### config.mk
export PLATFORM = sky130hd
export DESIGN_NAME = ps2_rx_ctrl
export DESIGN_NICKNAME = d
export VERILOG_FILES = /design/src/rtl/ps2_rx_ctrl_pkg.sv /design/src/rtl/ps2_rx_ctrl_recv.sv /design/src/rtl/ps2_rx_ctrl.sv
export SDC_FILE = /design/constraint.sdc
export NUM_CORES = 1
export LEC_CHECK = 0
export BUFFER_PORTS_ARGS = -buffer_cell sky130_fd_sc_hd__buf_2
export CAP_MARGIN = 10
export CELL_PAD_IN_SITES_DETAIL_PLACEMENT = 0
export CELL_PAD_IN_SITES_GLOBAL_PLACEMENT = 1
export CORE_MARGIN = 2
export CORE_UTILIZATION = 41
export DETAILED_ROUTE_END_ITERATION = 8
export PLACE_DENSITY = 0.77
export SETUP_SLACK_MARGIN = 0.15
export SLEW_MARGIN = 5
export SYNTH_ARGS = -nofsm -noshare
export SYNTH_HDL_FRONTEND = slang
export SYNTH_SLANG_ARGS = --single-unit
### constraint.sdc
create_clock -name clk -period 3 [get_ports clk]
set_clock_uncertainty 0.05 [all_clocks]
set_input_delay 0 -clock clk [delete_from_list [all_inputs] [get_ports clk]]
set_output_delay 0 -clock clk [all_outputs]
set_load 0.005 [all_outputs]
### src/rtl/ps2_rx_ctrl_pkg.sv
// ---------------------------------------------------------------------------
// ps2_rx_ctrl_pkg : state and error encodings for the PS/2 receive sequencer
// Revision 1.0
// ---------------------------------------------------------------------------
`default_nettype none

package ps2_rx_ctrl_pkg;

    localparam logic [2:0] ST_FLUSH  = 3'd0;
    localparam logic [2:0] ST_IDLE   = 3'd1;
    localparam logic [2:0] ST_DATA   = 3'd2;
    localparam logic [2:0] ST_PARITY = 3'd3;
    localparam logic [2:0] ST_STOP   = 3'd4;
    localparam logic [2:0] ST_LOAD   = 3'd5;

    localparam logic [1:0] ERR_PARITY  = 2'd1;
    localparam logic [1:0] ERR_FRAME   = 2'd2;
    localparam logic [1:0] ERR_OVERRUN = 2'd3;

    function automatic logic is_busy(input logic [2:0] st);
        return (st == ST_DATA) || (st == ST_PARITY) || (st == ST_STOP);
    endfunction

endpackage

`default_nettype wire

### src/rtl/ps2_rx_ctrl_recv.sv
// ---------------------------------------------------------------------------
// ps2_rx_ctrl_recv : PS/2 frame shift datapath, advanced one bit per enable
// Revision 1.0
// ---------------------------------------------------------------------------
`default_nettype none

module ps2_rx_ctrl_recv (
    input  logic       clk,
    input  logic       i_rst_n,
    input  logic       i_sclr,
    input  logic       i_en,
    input  logic       i_dat,
    output logic [7:0] o_data
);

    logic [3:0] bit_cnt;
    logic [7:0] shift;
    logic       par;

    // bit_cnt: 0 = waiting for start, 1..8 = data, 9 = parity, 10 = stop
    always_ff @(posedge clk or negedge i_rst_n) begin
        if (!i_rst_n) begin
            bit_cnt <= 4'd0;
            shift   <= 8'd0;
            par     <= 1'b0;
            o_data  <= 8'd0;
        end else if (i_sclr) begin
            bit_cnt <= 4'd0;
            shift   <= 8'd0;
            par     <= 1'b0;
        end else if (i_en) begin
            if (bit_cnt == 4'd0) begin
                if (!i_dat) begin
                    bit_cnt <= 4'd1;
                    par     <= 1'b0;
                end
            end else if (bit_cnt <= 4'd8) begin
                shift   <= {i_dat, shift[7:1]};
                par     <= par ^ i_dat;
                bit_cnt <= bit_cnt + 4'd1;
            end else if (bit_cnt == 4'd9) begin
                bit_cnt <= (i_dat == par) ? 4'd10 : 4'd0;
            end else begin
                o_data  <= shift;
                bit_cnt <= 4'd0;
            end
        end
    end

endmodule

`default_nettype wire

### src/rtl/ps2_rx_ctrl.sv
// ---------------------------------------------------------------------------
// ps2_rx_ctrl : PS/2 keyboard receive sequencer with watchdog and 1-entry output
// Revision 1.0
// ---------------------------------------------------------------------------
`default_nettype none

module ps2_rx_ctrl
    import ps2_rx_ctrl_pkg::*;
#(
    parameter int TIMEOUT_CYC = 100000,
    parameter int TW          = 17
) (
    input  logic       clk,
    input  logic       i_rst_n,
    input  logic       i_en,
    input  logic       i_ps2_clk,
    input  logic       i_ps2_dat,
    input  logic       i_ready,
    output logic       o_valid,
    output logic [7:0] o_data,
    output logic       o_err_vld,
    output logic [1:0] o_err,
    output logic       o_busy
);

    localparam logic [TW-1:0] WD_LIMIT = TW'(TIMEOUT_CYC - 1);

    logic          clk_s1, sclk, sclk_d;
    logic          dat_s1, sdat;
    logic          fall;
    logic [2:0]    state;
    logic [2:0]    cnt;
    logic          par;
    logic          stop_bad;
    logic [TW-1:0] wd;
    logic          busy;
    logic          recv_sclr;
    logic          recv_en;
    logic [7:0]    recv_data;

    always_ff @(posedge clk or negedge i_rst_n) begin
        if (!i_rst_n) begin
            clk_s1 <= 1'b0;
            sclk   <= 1'b0;
            sclk_d <= 1'b0;
            dat_s1 <= 1'b0;
            sdat   <= 1'b0;
        end else begin
            clk_s1 <= i_ps2_clk;
            sclk   <= clk_s1;
            sclk_d <= sclk;
            dat_s1 <= i_ps2_dat;
            sdat   <= dat_s1;
        end
    end

    assign fall = sclk_d & ~sclk;
    assign busy = is_busy(state);

    // Holding recv cleared while disabled keeps it aligned with the IDLE state here
    assign recv_sclr = (state == ST_FLUSH) | ~i_en;
    assign recv_en   = fall & (state != ST_FLUSH);

    ps2_rx_ctrl_recv u_recv (
        .clk     (clk),
        .i_rst_n (i_rst_n),
        .i_sclr  (recv_sclr),
        .i_en    (recv_en),
        .i_dat   (sdat),
        .o_data  (recv_data)
    );

    always_ff @(posedge clk or negedge i_rst_n) begin
        if (!i_rst_n) begin
            state     <= ST_FLUSH;
            cnt       <= 3'd0;
            par       <= 1'b0;
            stop_bad  <= 1'b0;
            wd        <= '0;
            o_valid   <= 1'b0;
            o_data    <= 8'd0;
            o_err_vld <= 1'b0;
            o_err     <= 2'd0;
        end else begin
            o_err_vld <= 1'b0;
            if (o_valid && i_ready) begin
                o_valid <= 1'b0;
            end

            if (fall || !busy) begin
                wd <= '0;
            end else if (wd != '1) begin
                wd <= wd + 1'b1;
            end

            if (!i_en) begin
                state <= (state == ST_FLUSH || state == ST_IDLE) ? ST_IDLE : ST_FLUSH;
            end else if (busy && !fall && wd >= WD_LIMIT) begin
                state <= ST_FLUSH;
            end else begin
                case (state)
                    ST_FLUSH: state <= ST_IDLE;
                    ST_IDLE, ST_LOAD: begin
                        if (state == ST_LOAD && !stop_bad) begin
                            if (!o_valid || i_ready) begin
                                o_data  <= recv_data;
                                o_valid <= 1'b1;
                            end else begin
                                o_err_vld <= 1'b1;
                                o_err     <= ERR_OVERRUN;
                            end
                        end
                        if (fall && !sdat) begin
                            state <= ST_DATA;
                            cnt   <= 3'd0;
                            par   <= 1'b0;
                        end else begin
                            state <= ST_IDLE;
                        end
                    end
                    ST_DATA: if (fall) begin
                        par <= par ^ sdat;
                        cnt <= cnt + 3'd1;
                        if (cnt == 3'd7) begin
                            state <= ST_PARITY;
                        end
                    end
                    ST_PARITY: if (fall) begin
                        if (sdat == par) begin
                            state <= ST_STOP;
                        end else begin
                            state     <= ST_IDLE;
                            o_err_vld <= 1'b1;
                            o_err     <= ERR_PARITY;
                        end
                    end
                    ST_STOP: if (fall) begin
                        state    <= ST_LOAD;
                        stop_bad <= ~sdat;
                        if (!sdat) begin
                            o_err_vld <= 1'b1;
                            o_err     <= ERR_FRAME;
                        end
                    end
                    default: state <= ST_FLUSH;
                endcase
            end
        end
    end

    assign o_busy = busy;

endmodule

`default_nettype wire
==> metrics <==
number of maximum-capacitance constraint violations 0; synthesized-area fraction occupied by ao, oa, aoi and oai cells about an eighth; Max rail drop VDD 0.0003255 V; number of gates resized after CTS 0; largest buffer count on any clock path 2; die height approximately 90 um; arithmetic-cell share of the synthesized area counting full adders, half adders and majority gates 2.913%; hold buffers post-CTS 6; final critical-path share of the clock period 78.71%; number of enable flip-flop cells after synthesis 0; post-layout min period about 2.4 ns; via total after detailed routing around 2,100; number of nets with antenna violations after routing 0; Final Hold Viols 0; TritonCTS clock tree built; net count of the mapped netlist about 300; number of H-tree branching levels 3; Largest stage delay, worst path between 0.4 and 0.5 ns; gp weighted congestion around 0.8; DRC 0; clock-pin slew reported for the worst setup and hold paths after clock tree synthesis ~0.080 ns; DR WL/cell 13.11 um; Die ar. between 8000 and 9000 um^2; first-pass GRT wire length between 9000 and 10,000 um; post-detail-place hpwl between 3000 and 4000 um; fmax roughly 420 MHz; pin count of the biggest net entering global routing 48; data required time of the worst path ~3.2 ns; fill cell instance count of the final layout 667; proportion of register bits with asynchronous set or reset after synthesis 100.0%; number of standard-cell rows in the floorplan 31; core area 7176 um^2; count of final setup violators 0; Seq/Total Area, Yosys a little over half; power density relative to cell area 550.3 nW/um^2; average cell area after synthesis about 11 um^2; unrepaired setup endpoints after global routing no; Syn Std Cell Area 3007 um^2; clock buffer count from CTS 9; number of standard cells after synthesis around 290; postcts setup bufs 0; CP endpoint kind flop; width of the chip 89.64 um; total of flip-flops plus latches after synthesis 63; Yosys warning count 0; area growth from synthesis to layout 15.86%; count of buffers inserted at the top-level ports 18; boundary pin count 19; hold crit path type in -> async; Antenna diodes 0; clock insertion delay at the later pin of the skew report approximately 0.35 ns; portion of netlist area occupied by mux cells ~7%; Pre-antenna DRT Iters 4; Worst Path Class, Setup reg -> reg; setup_tns 0 ns; All-Layer GR Usage 15.21%; predominant post-synthesis flop cell dfrtp_1; drt total wl approximately 5500 um; slowest cell on the critical path dfrtp_1; fin nets roughly 330; area of placed instances between 3000 and 4000 um^2; commonest non-fill, non-tap cells in the layout dfrtp_1, nand2_1, nor2_1; antenna violations before repair 0; status finished clean; worst slew slack as a fraction of its limit between 60% and 70%; xor and xnor area share after synthesis approximately 5.2%; min setup slack post-route roughly 0.64 ns; Pins Over Slew Limit 0; root buffer selected by CTS clkbuf_8; CTS Sinks 63; arrival time of the worst setup path 2.58 ns; post-placement setup slack approximately 0.64 ns; first-iteration detailed-routing DRC count about 140; via count normalized by instance count 5.065; overflow left after global routing 0; fraction of layout cells with a size suffix above 1 roughly a fifth; Static Leak 1.567 nW; highest fanout seen on the critical path 6; starting utilization of the core area roughly two fifths; cell area after layout 3483 um^2; most frequent standard cell in the layout excluding fill and tap cells dfrtp_1; critical path, cell by cell and3_1 -> and3_1 -> nand2_1 -> nor4_1 -> ha_1 -> nor2b_1 -> nand2b_1 -> or3_1 -> a21oi_1; vias in the first global route around 1,900; dominant combinational cell family by area after synthesis simple AND/OR/NAND/NOR gates; Crit path top cell by count and3_1; Critical Path Start Type flop; actual slew at the worst max-slew pin a little under 0.6 ns; number of distinct standard cells referenced by the synthesized netlist 52; Util after Layout approximately 49%; post-synthesis simple-gate area fraction 18.10%
==> state kept, by name, summed over array words and instances, names as in the netlist <==
| name | cells |
|---|---|
| wd | 17 |
| o_data | 8 |
| u_recv.o_data | 8 |
| u_recv.shift | 8 |
| u_recv.bit_cnt | 4 |
| cnt | 3 |
| state | 3 |
| o_err | 2 |
| clk_s1 | 1 |
| dat_s1 | 1 |
| o_err_vld | 1 |
| o_valid | 1 |
| par | 1 |
| sclk | 1 |
| sclk_d | 1 |
| sdat | 1 |
| stop_bad | 1 |
| u_recv.par | 1 |
==> power breakdown <==
group          internal [mW]  total [mW]  switching, mW
clock network          0.496       0.839          0.343
registers              0.873       0.904         0.0312
logic                 0.0721       0.174          0.101
==> metal layers <==
metal	wire [um]	share of wire, %	vias up	global-route usage, %
met5	0	0	-	0
met4	83	1.5	0	7.734
li1	-	-	1053	-
met3	175	3.2	9	3.656
met1	2900	53	1014	23.26
met2	2292	42	31	19.72
==> through the flow <==
step	hold WS, ns	total power [mW]	std cells
finish	0.05160	1.917	416
global route	0.07673	2.012	416
CTS	0.05070	1.941	416
detailed placement	-0.1076	1.091	394
global placement	-0.1141	1.087	394
floorplan	-0.3456	1.033	285
==> cell families (layout without fill, tap and decap cells) <==
logic type,Yosys count,in the layout
buffers and inverters,18,50
multiplexers,19,19
adder cells (fa/ha/maj),7,7
AO/OA/AOI/OAI,52,52
flip-flops,63,63
AND/OR/NAND/NOR,108,108
XOR/XNOR,18,18
==> layout make-up <==
cell class | count | area [um^2] | share of cell area [%]
tap | 99 | 123.9 | 3.556
inverter | 6 | 22.52 | 0.6466
sequential | 63 | 1577 | 45.26
multi-input combinational | 204 | 1351 | 38.79
clock buffer | 10 | 137.6 | 3.951
timing repair buffer | 28 | 180.2 | 5.172
clock inverter | 6 | 91.34 | 2.622
==> cell usage after synthesis (6+ instances only) <==
master	count	area share, %
a21oi_1	20	3.3
buf_2	6	1.0
dfrtp_1	63	52
ha_1	7	2.9
inv_1	6	0.75
mux2_2	16	6.0
nand2_1	38	4.7
nand3_1	6	1.0
nor2_1	22	2.7
o21ai_0	8	1.3
xnor2_1	8	2.3
xor2_1	10	2.9
==> final timing paths <==
| kind | startpoint | endpoint | slack [ns] | cells after the start |
|---|---|---|---|---|
| min in group clk | i_ps2_dat | dat_s1 | 0.25 | 2 |
| min | i_rst_n | o_data[0] | 0.05 | 2 |
| max reg2reg | wd[9] | wd[14] | 0.64 | 9 |
| max in group asynchronous | i_rst_n | wd[2] | 1.91 | 3 |
| min reg2reg | clk_s1 | sclk | 0.30 | 0 |
| max | wd[9] | wd[14] | 0.64 | 9 |
==> worst max-delay path, delay by kind of cell (launching register included) <==
kind,cells,cell delay (ns)
AO/OA/AOI/OAI,1,0.16
adder cells (fa/ha/maj),1,0.27
flip-flops,1,0.44
AND/OR/NAND/NOR,7,1.38
Power figures use the tool's default switching activity.
